$ cat config.mk
export PLATFORM = sky130hd
export DESIGN_NAME = reg_status_file
export DESIGN_NICKNAME = d
export VERILOG_FILES = /design/src/rtl/reg_status_file.sv
export SDC_FILE = /design/constraint.sdc
export NUM_CORES = 2
export LEC_CHECK = 0
export CAP_MARGIN = 0
export CORE_MARGIN = 3
export CORE_UTILIZATION = 50
export DETAILED_ROUTE_END_ITERATION = 6
export PLACE_DENSITY_LB_ADDON = 0.25
export SYNTH_ARGS = -nofsm -noshare
export SYNTH_HDL_FRONTEND = slang
export SYNTH_SLANG_ARGS = --single-unit
$ cat constraint.sdc
create_clock -name clk_in -period 9.2 [get_ports clk_in]
set_clock_uncertainty 0.2 [all_clocks]
set_input_delay 2.76 -clock clk_in [delete_from_list [all_inputs] [get_ports clk_in]]
set_output_delay 2.76 -clock clk_in [all_outputs]
set_load 0.01 [all_outputs]
$ cat src/rtl/reg_status_file.sv
// Architectural register file with per-register rename status (dirty flag + youngest writer's ROB tag).
// Each operand read port forwards from same-cycle commit or from the ROB before reporting a dependency.
module reg_status_file #(
  parameter  int XLEN    = 32,
  parameter  int NREG    = 32,
  parameter  int ROB_BIT = 4,
  parameter  int NRD     = 2,
  localparam int RIDX    = $clog2(NREG),
  localparam int CW      = $clog2(NREG + 1)
) (
  input  logic                    clk_in,
  input  logic                    rst_n_in,
  input  logic                    rdy_in,
  input  logic                    flush_in,
  input  logic                    commit_valid,
  input  logic [RIDX-1:0]         commit_rd,
  input  logic [XLEN-1:0]         commit_data,
  input  logic [ROB_BIT-1:0]      commit_tag,
  input  logic                    issue_valid,
  input  logic [RIDX-1:0]         issue_rd,
  input  logic [ROB_BIT-1:0]      issue_tag,
  input  logic [NRD*RIDX-1:0]     rd_id,
  output logic [NRD*XLEN-1:0]     rd_val,
  output logic [NRD-1:0]          rd_dep_valid,
  output logic [NRD*ROB_BIT-1:0]  rd_dep_tag,
  output logic [NRD*ROB_BIT-1:0]  rob_query_tag,
  input  logic [NRD-1:0]          rob_query_ready,
  input  logic [NRD*XLEN-1:0]     rob_query_value,
  output logic [CW-1:0]           dirty_count,
  output logic                    all_clean
);

  logic [XLEN-1:0]    regs [NREG];
  logic [ROB_BIT-1:0] tags [NREG];
  logic [NREG-1:0]    dirty;

  logic commit_en, commit_clr, issue_en, cnt_inc, cnt_dec;

  assign commit_en  = commit_valid && (commit_rd != '0);
  assign commit_clr = commit_en && dirty[commit_rd] && (tags[commit_rd] == commit_tag);
  assign issue_en   = issue_valid && (issue_rd != '0);
  // A commit clear overridden by a same-register issue leaves the count unchanged.
  assign cnt_inc    = issue_en && !dirty[issue_rd];
  assign cnt_dec    = commit_clr && !(issue_en && (issue_rd == commit_rd));

  always_ff @(posedge clk_in or negedge rst_n_in) begin
    if (!rst_n_in) begin
      for (int i = 0; i < NREG; i++) begin
        regs[i] <= '0;
        tags[i] <= '0;
      end
      dirty       <= '0;
      dirty_count <= '0;
    end else if (rdy_in) begin
      if (commit_en)
        regs[commit_rd] <= commit_data;
      if (flush_in) begin
        for (int i = 0; i < NREG; i++)
          tags[i] <= '0;
        dirty       <= '0;
        dirty_count <= '0;
      end else begin
        if (commit_clr) begin
          dirty[commit_rd] <= 1'b0;
          tags[commit_rd]  <= '0;
        end
        // Later assignment lets the issue win over a same-register commit clear.
        if (issue_en) begin
          dirty[issue_rd] <= 1'b1;
          tags[issue_rd]  <= issue_tag;
        end
        dirty_count <= dirty_count + CW'(cnt_inc) - CW'(cnt_dec);
      end
    end
  end

  assign all_clean = (dirty_count == '0);

  for (genvar p = 0; p < NRD; p++) begin : g_rd
    logic [RIDX-1:0]    id;
    logic [XLEN-1:0]    val;
    logic               dep;
    logic [ROB_BIT-1:0] dtag;

    assign id = rd_id[p*RIDX +: RIDX];

    always_comb begin
      val  = regs[id];
      dep  = 1'b0;
      dtag = '0;
      if (id == '0) begin
        val = '0;
      end else if (dirty[id]) begin
        if (commit_valid && (commit_tag == tags[id]))
          val = commit_data;
        else if (rob_query_ready[p])
          val = rob_query_value[p*XLEN +: XLEN];
        else begin
          dep  = 1'b1;
          dtag = tags[id];
        end
      end
    end

    assign rd_val[p*XLEN +: XLEN]          = val;
    assign rd_dep_valid[p]                 = dep;
    assign rd_dep_tag[p*ROB_BIT +: ROB_BIT] = dtag;
    assign rob_query_tag[p*ROB_BIT +: ROB_BIT] = tags[id];
  end

endmodule

## Word level (Yosys, flattened, before mapping)

Cells that the tools add are included.

| storage, ports and cells | value |
|---|---|
| bits in registers | 1190 |
| input bits | 132 |
| output and inout port bits | 89 |
| logic and storage cells | 184 |

| cells by class | value |
|---|---|
| add/subtract/negate cells | 2 |
| $lt $le $gt $ge | 12 |
| eq/ne operators | 4 |
| mux-type cells | 70 |
| bitwise operators | 9 |
| reductions and logical operators | 21 |

Operators by type and width:

| cell | number |
|---|---|
| $bwmux 1024 | 1 |
| $mux 128 | 5 |
| $mux 32 | 18 |
| $bmux 32 s5 | 2 |
| $demux 32 s5 | 1 |
| $and 128x128->128 | 1 |
| $bwmux 128 | 1 |
| $not 128->128 | 1 |
| $mux 4 | 16 |
| $bmux 4 s5 | 3 |
| $demux 4 s5 | 2 |
| $and 32x32->32 | 1 |
| $not 32->32 | 1 |
| $or 32x32->32 | 1 |
| $ge 6x6->1 const B | 4 |
| $lt 5x6->1 const B | 4 |
| $not 5->6 | 4 |
| $bmux 1 s5 | 4 |
| $mux 1 | 14 |
| $logic_and 1x1->1 | 13 |
| $eq 4x4->1 | 3 |
| $lt 6x1->1 const B | 2 |
| $demux 1 s5 | 2 |
| $ge 5x1->1 const B | 2 |
| 9 further kinds | 12 |

## Depth between registers and ports, before layout

| depth | value |
|---|---|
| depth in word-level cells | 13 |
| mapped depth | 18 |
| gate-level depth less buffers | 15 |

## Least setup slack after synthesis

No wires, ideal clock.

| timing path | value |
|---|---|
| path type | input port to output port |
| start | input rd_id[6] |
| end | output rd_val[40] |
| arrival | 5.629 ns |
| slack | 0.611 ns |
| stages | 11 |
| buffers on the path | 3 |
| cells stage by stage | buf_4 -> buf_4 -> mux4_2 -> mux2_2 -> nand3_1 -> nand3_1 -> a31oi_1 -> mux2i_1 -> nand4_1 -> clkbuf_1 -> a2111oi_0 |

| between the ends | value |
|---|---|
| longest elaborated chain between the ends | 9 |
| elaborated cells between the ends (all ways) | 16 |

RTL lines:

| what | line | RTL |
|---|---|---|
| from (decl) | 22 | `input logic [NRD*RIDX-1:0] rd_id,` |
| $not 5->6 (not written as such) | 88, 94 |  |
| $bmux 4 s5 | 94 | `if (commit_valid && (commit_tag == tags[id]))` |
| $mux 4 (not written as such) (2 in series) | 94 |  |
| $eq 4x4->1 | 94 |  |
| $logic_and 1x1->1 | 94 |  |
| $mux 32 | 94 |  |
| $mux 32 | 93 | `end else if (dirty[id]) begin` |
| $mux 32 * | 91 | `if (id == '0) begin` |
| to (decl) | 23 | `output logic [NRD*XLEN-1:0] rd_val,` |

Every way passes the cells marked *; elsewhere a longest branch is shown, timed or not. The select of a mux whose other input is x is not followed.

## Final worst setup path

| timing path | value |
|---|---|
| start | input rd_id[0] |
| end | output rd_val[13] |

The elaborated chain is that of the path after synthesis.

==> metrics.txt <==
launch point of the worst hold path regs[1020]$_DFFE_PN0P_; Slowest-stage cell, CP clkdlybuf4s50_1; Max Cap Violations 0; yosys warns 0; fmax roughly 0.11 GHz; placed instance area 72600 sq um; # rows roughly 130; worst path cell trace buf_8, mux4_2, and2_1, a2111oi_1, a31oi_1, o311ai_2, xor2_1, nand4_4, a22o_2, buf_12, a221oi_1, buf_4, clkdlybuf4s50_1; Post-synth ARST share 1.00; Fin. Hold Viols 0; Int Power 0.0107 W; status finished, violations left; Max VDD drop 0.133 mV; GP Congestion 0.956; Post-Syn Nets 4897; drt first pass iters 7; die area 139000 sq um; Setup WS pre-CTS -0.302 ns; most used flip-flop cell after synthesis dfrtp_1; setup violators final 3; Sw Ratio 0.270; delay-heaviest family, CP compound AO/OA/AOI/OAI gates; total length of routed wires 227000 um; via count approximately 47000; Final Cycle Share 1.00; sequential area share after synthesis 0.441; H-tree depth 4; Hold-fix buffers, CTS 0; WL/cell 33.5 um; Horiz. Die Dim 373 um; Cells after DPL between 6000 and 7000; Least-Margin Pin Slew 1.23 ns; mapped cell area between 60000 and 70000 sq um; Min-Delay Path Depth 0; clk_lat worst skew 0.76 ns; via-per-instance ratio between 6 and 7; I/O pin cnt 221; total power 0.0147 W; RSZ-0062 raised after global routing true; Die Y 373 um; leakage 34.3 nW; first-pass GRT wire length 329000 um; CP startpoint rd_id[0]; net switching power of the design 0.00396 W; R2R Path Start tags[3]$_DFFE_PN0P_; Max Slew Vio Count 0; core box area 134000 sq um; Hold Path End regs[1020]$_DFFE_PN0P_; fin crit period about 9.2 ns; fin cells 6755; clock buffer depth 3; root buffer cell clkbuf_16; #FFs+latches synth 1190; type of the worst min-delay path reg2reg; final net count 5016; Critical Path AT between 6 and 7 ns; clock sink total ~1200; post-route cell area around 78000 sq um; FF-to-FF End dirty_count[5]$_DFFE_PN0P_; slew margin rel. 0.177; all-layer global routing usage 0.321; Area growth syn-to-layout 15.0%; r2r setup slk 4.81 ns; antenna violations before repair 4; syn avg cell area approximately 14 sq um; PD cells about 190 nW/um^2; setup slack after layout -0.0338 ns; pin count of the biggest net entering global routing 161; share of cells above drive strength 1 0.460; failing checks DRC, setup timing; 1st-iter DRT viols ~5500; worst path buffer plus inverter count 4; Yosys cell types 70; Port Buf Inserts 220; Synth Instances 4756; combinational fraction of design power 0.190; CTS Buf Count 137; CTS tree yes; Setup crit start kind primary input; ANT nets after route 0; Max Fanout on Critical Path 8; Reg power frac 0.429; Worst Path Class, Setup in2out; Initial Utilization 0.505; Reg2Reg Depth 15; vias in the first global route 47100; Clk pin slew, worst setup/hold paths about 0.06 ns; DP Wirelength approximately 140000 um; DRC viols 4; CP Capture Type output pin; count of flip-flops with a built-in enable after synthesis 0; Worst Path Required around 6.2 ns; clock share of power 0.381; grt total ovfl 0; crit-path max cell delay between 0.5 and 0.6 ns
## routing by layer
| metal | global-route usage | wire length (um) |
|---|---|---|
| met1 | 0.453 | 92100 |
| met2 | 0.479 | 102000 |
| met3 | 0.0853 | 22900 |
| met4 | 0.120 | 9390 |
| met5 | 0 | 13 |
## power groups by stage
stage	registers, W	logic, W	clock network, W
floorplan	0.00622	0.00187	0
global placement	0.00632	0.00271	0
detailed placement	0.00637	0.00276	0
CTS	0.00628	0.00276	0.00565
global route	0.00638	0.00296	0.00586
finish	0.00630	0.00279	0.00559
## cells by family (layout without fill, tap and decap cells)
family | count (synthesis) | in the layout | synth area share
muxes | 1901 | 1901 | 0.423
xor gates and xnor gates | 19 | 19 | 0.00246
and+or+nand+nor | 527 | 527 | 0.0383
AOI/OAI and AO/OA | 544 | 544 | 0.0570
other | 0 | 2 | 0
DFF | 1190 | 1190 | 0.441
buffers and inverters | 566 | 795 | 0.0362
adders and majority gates | 9 | 9 | 0.00178
## per-stage QoR
| stage | util | setup TNS [ns] | hold slack [ns] |
|---|---|---|---|
| 3_5_place_dp | 0.542 | -6.11 | 0.183 |
| 2_1_floorplan | - | 0 | 0.241 |
| 6_report | 0.580 | -0.0421 | 0.197 |
| 5_1_grt | 0.580 | -0.578 | 0.206 |
| 4_1_cts | 0.577 | 0 | 0.196 |
| 3_3_place_gp | 0.542 | -4.32 | 0.178 |
## cell type report
type | instances | area [sq um]
fillers | 10400 | 56200
multi-input cells | 3000 | 35800
flip-flops and latches | 1190 | 29800
repair buffers | 501 | 5120
clock buffers | 208 | 4030
well taps | 1768 | 2210
clock inverters | 41 | 568
inverters | 45 | 171
diodes | 2 | 5.00
## cells in the final DEF, fill, tap and decap left out, types with 19 or more instances in the layout
cell             count
a21oi_1             37
a221oi_1            74
a22oi_1             29
a2bb2o_1            19
a31oi_1             33
buf_12              46
buf_4              223
clkbuf_1            40
clkbuf_16          145
clkbuf_8            29
clkdlybuf4s50_1    169
dfrtp_1           1190
dlymetal6s2s_1      19
inv_1               42
mux2_2            1013
mux2i_1            226
mux4_2             661
nand2_1            213
nand2b_1            55
nand3_1             33
nor2_1              54
nor2_4              24
nor3_1              22
o21a_1              22
o21ai_0            146
o22ai_1             31
o2bb2ai_1           24
or2_2               21
## synth_stat cells (38+ instances only)
master    count  area [sq um]
dfrtp_1    1190         29800
mux2_2     1013         11400
mux4_2      661         14900
clkbuf_1    360          1350
mux2i_1     227          2270
nand2_1     222           833
o21ai_0     147           736
a221oi_1     86           753
nor2_1       78           293
buf_2        73           365
nand2b_1     57           357
buf_1        45           169
inv_1        44           165
a21oi_1      38           190
## sequential cells by signal (all words and copies together), names as in the netlist
register     count
dirty_count      6
tags           128
regs          1024
dirty           32
## how the worst max path moves through the flow
stage | cells past startpoint | end | slack, ns
4_1_cts | 14 | rd_val[50] | 0.006
5_1_grt | 13 | rd_val[13] | -0.19
3_3_place_gp | 13 | rd_val[8] | -0.28
6_report | 13 | rd_val[13] | -0.03
2_1_floorplan | 11 | rd_val[40] | 0.61
3_5_place_dp | 13 | rd_val[8] | -0.30
## worst register-to-register path, stage by stage, from the launching register on
cell,delay (ns)
dfrtp_1,0.43
mux4_2,0.51
a22oi_1,0.31
nand4_1,0.16
xnor2_1,0.19
nand4_2,0.44
nor3_1,0.50
ha_1,0.22
inv_1,0.07
ha_1,0.26
a21o_1,0.18
a21oi_1,0.23
o21bai_1,0.10
a21oi_1,0.19
xnor2_1,0.14
o22ai_1,0.08
## timing repair
item,in CTS,in global routing
cloned,0,6
setup buffers,2,5
setup endpoints to repair,40,50
pin swaps,2,3
resized for setup,38,54
Note: power is estimated with default switching activity, not from simulation.
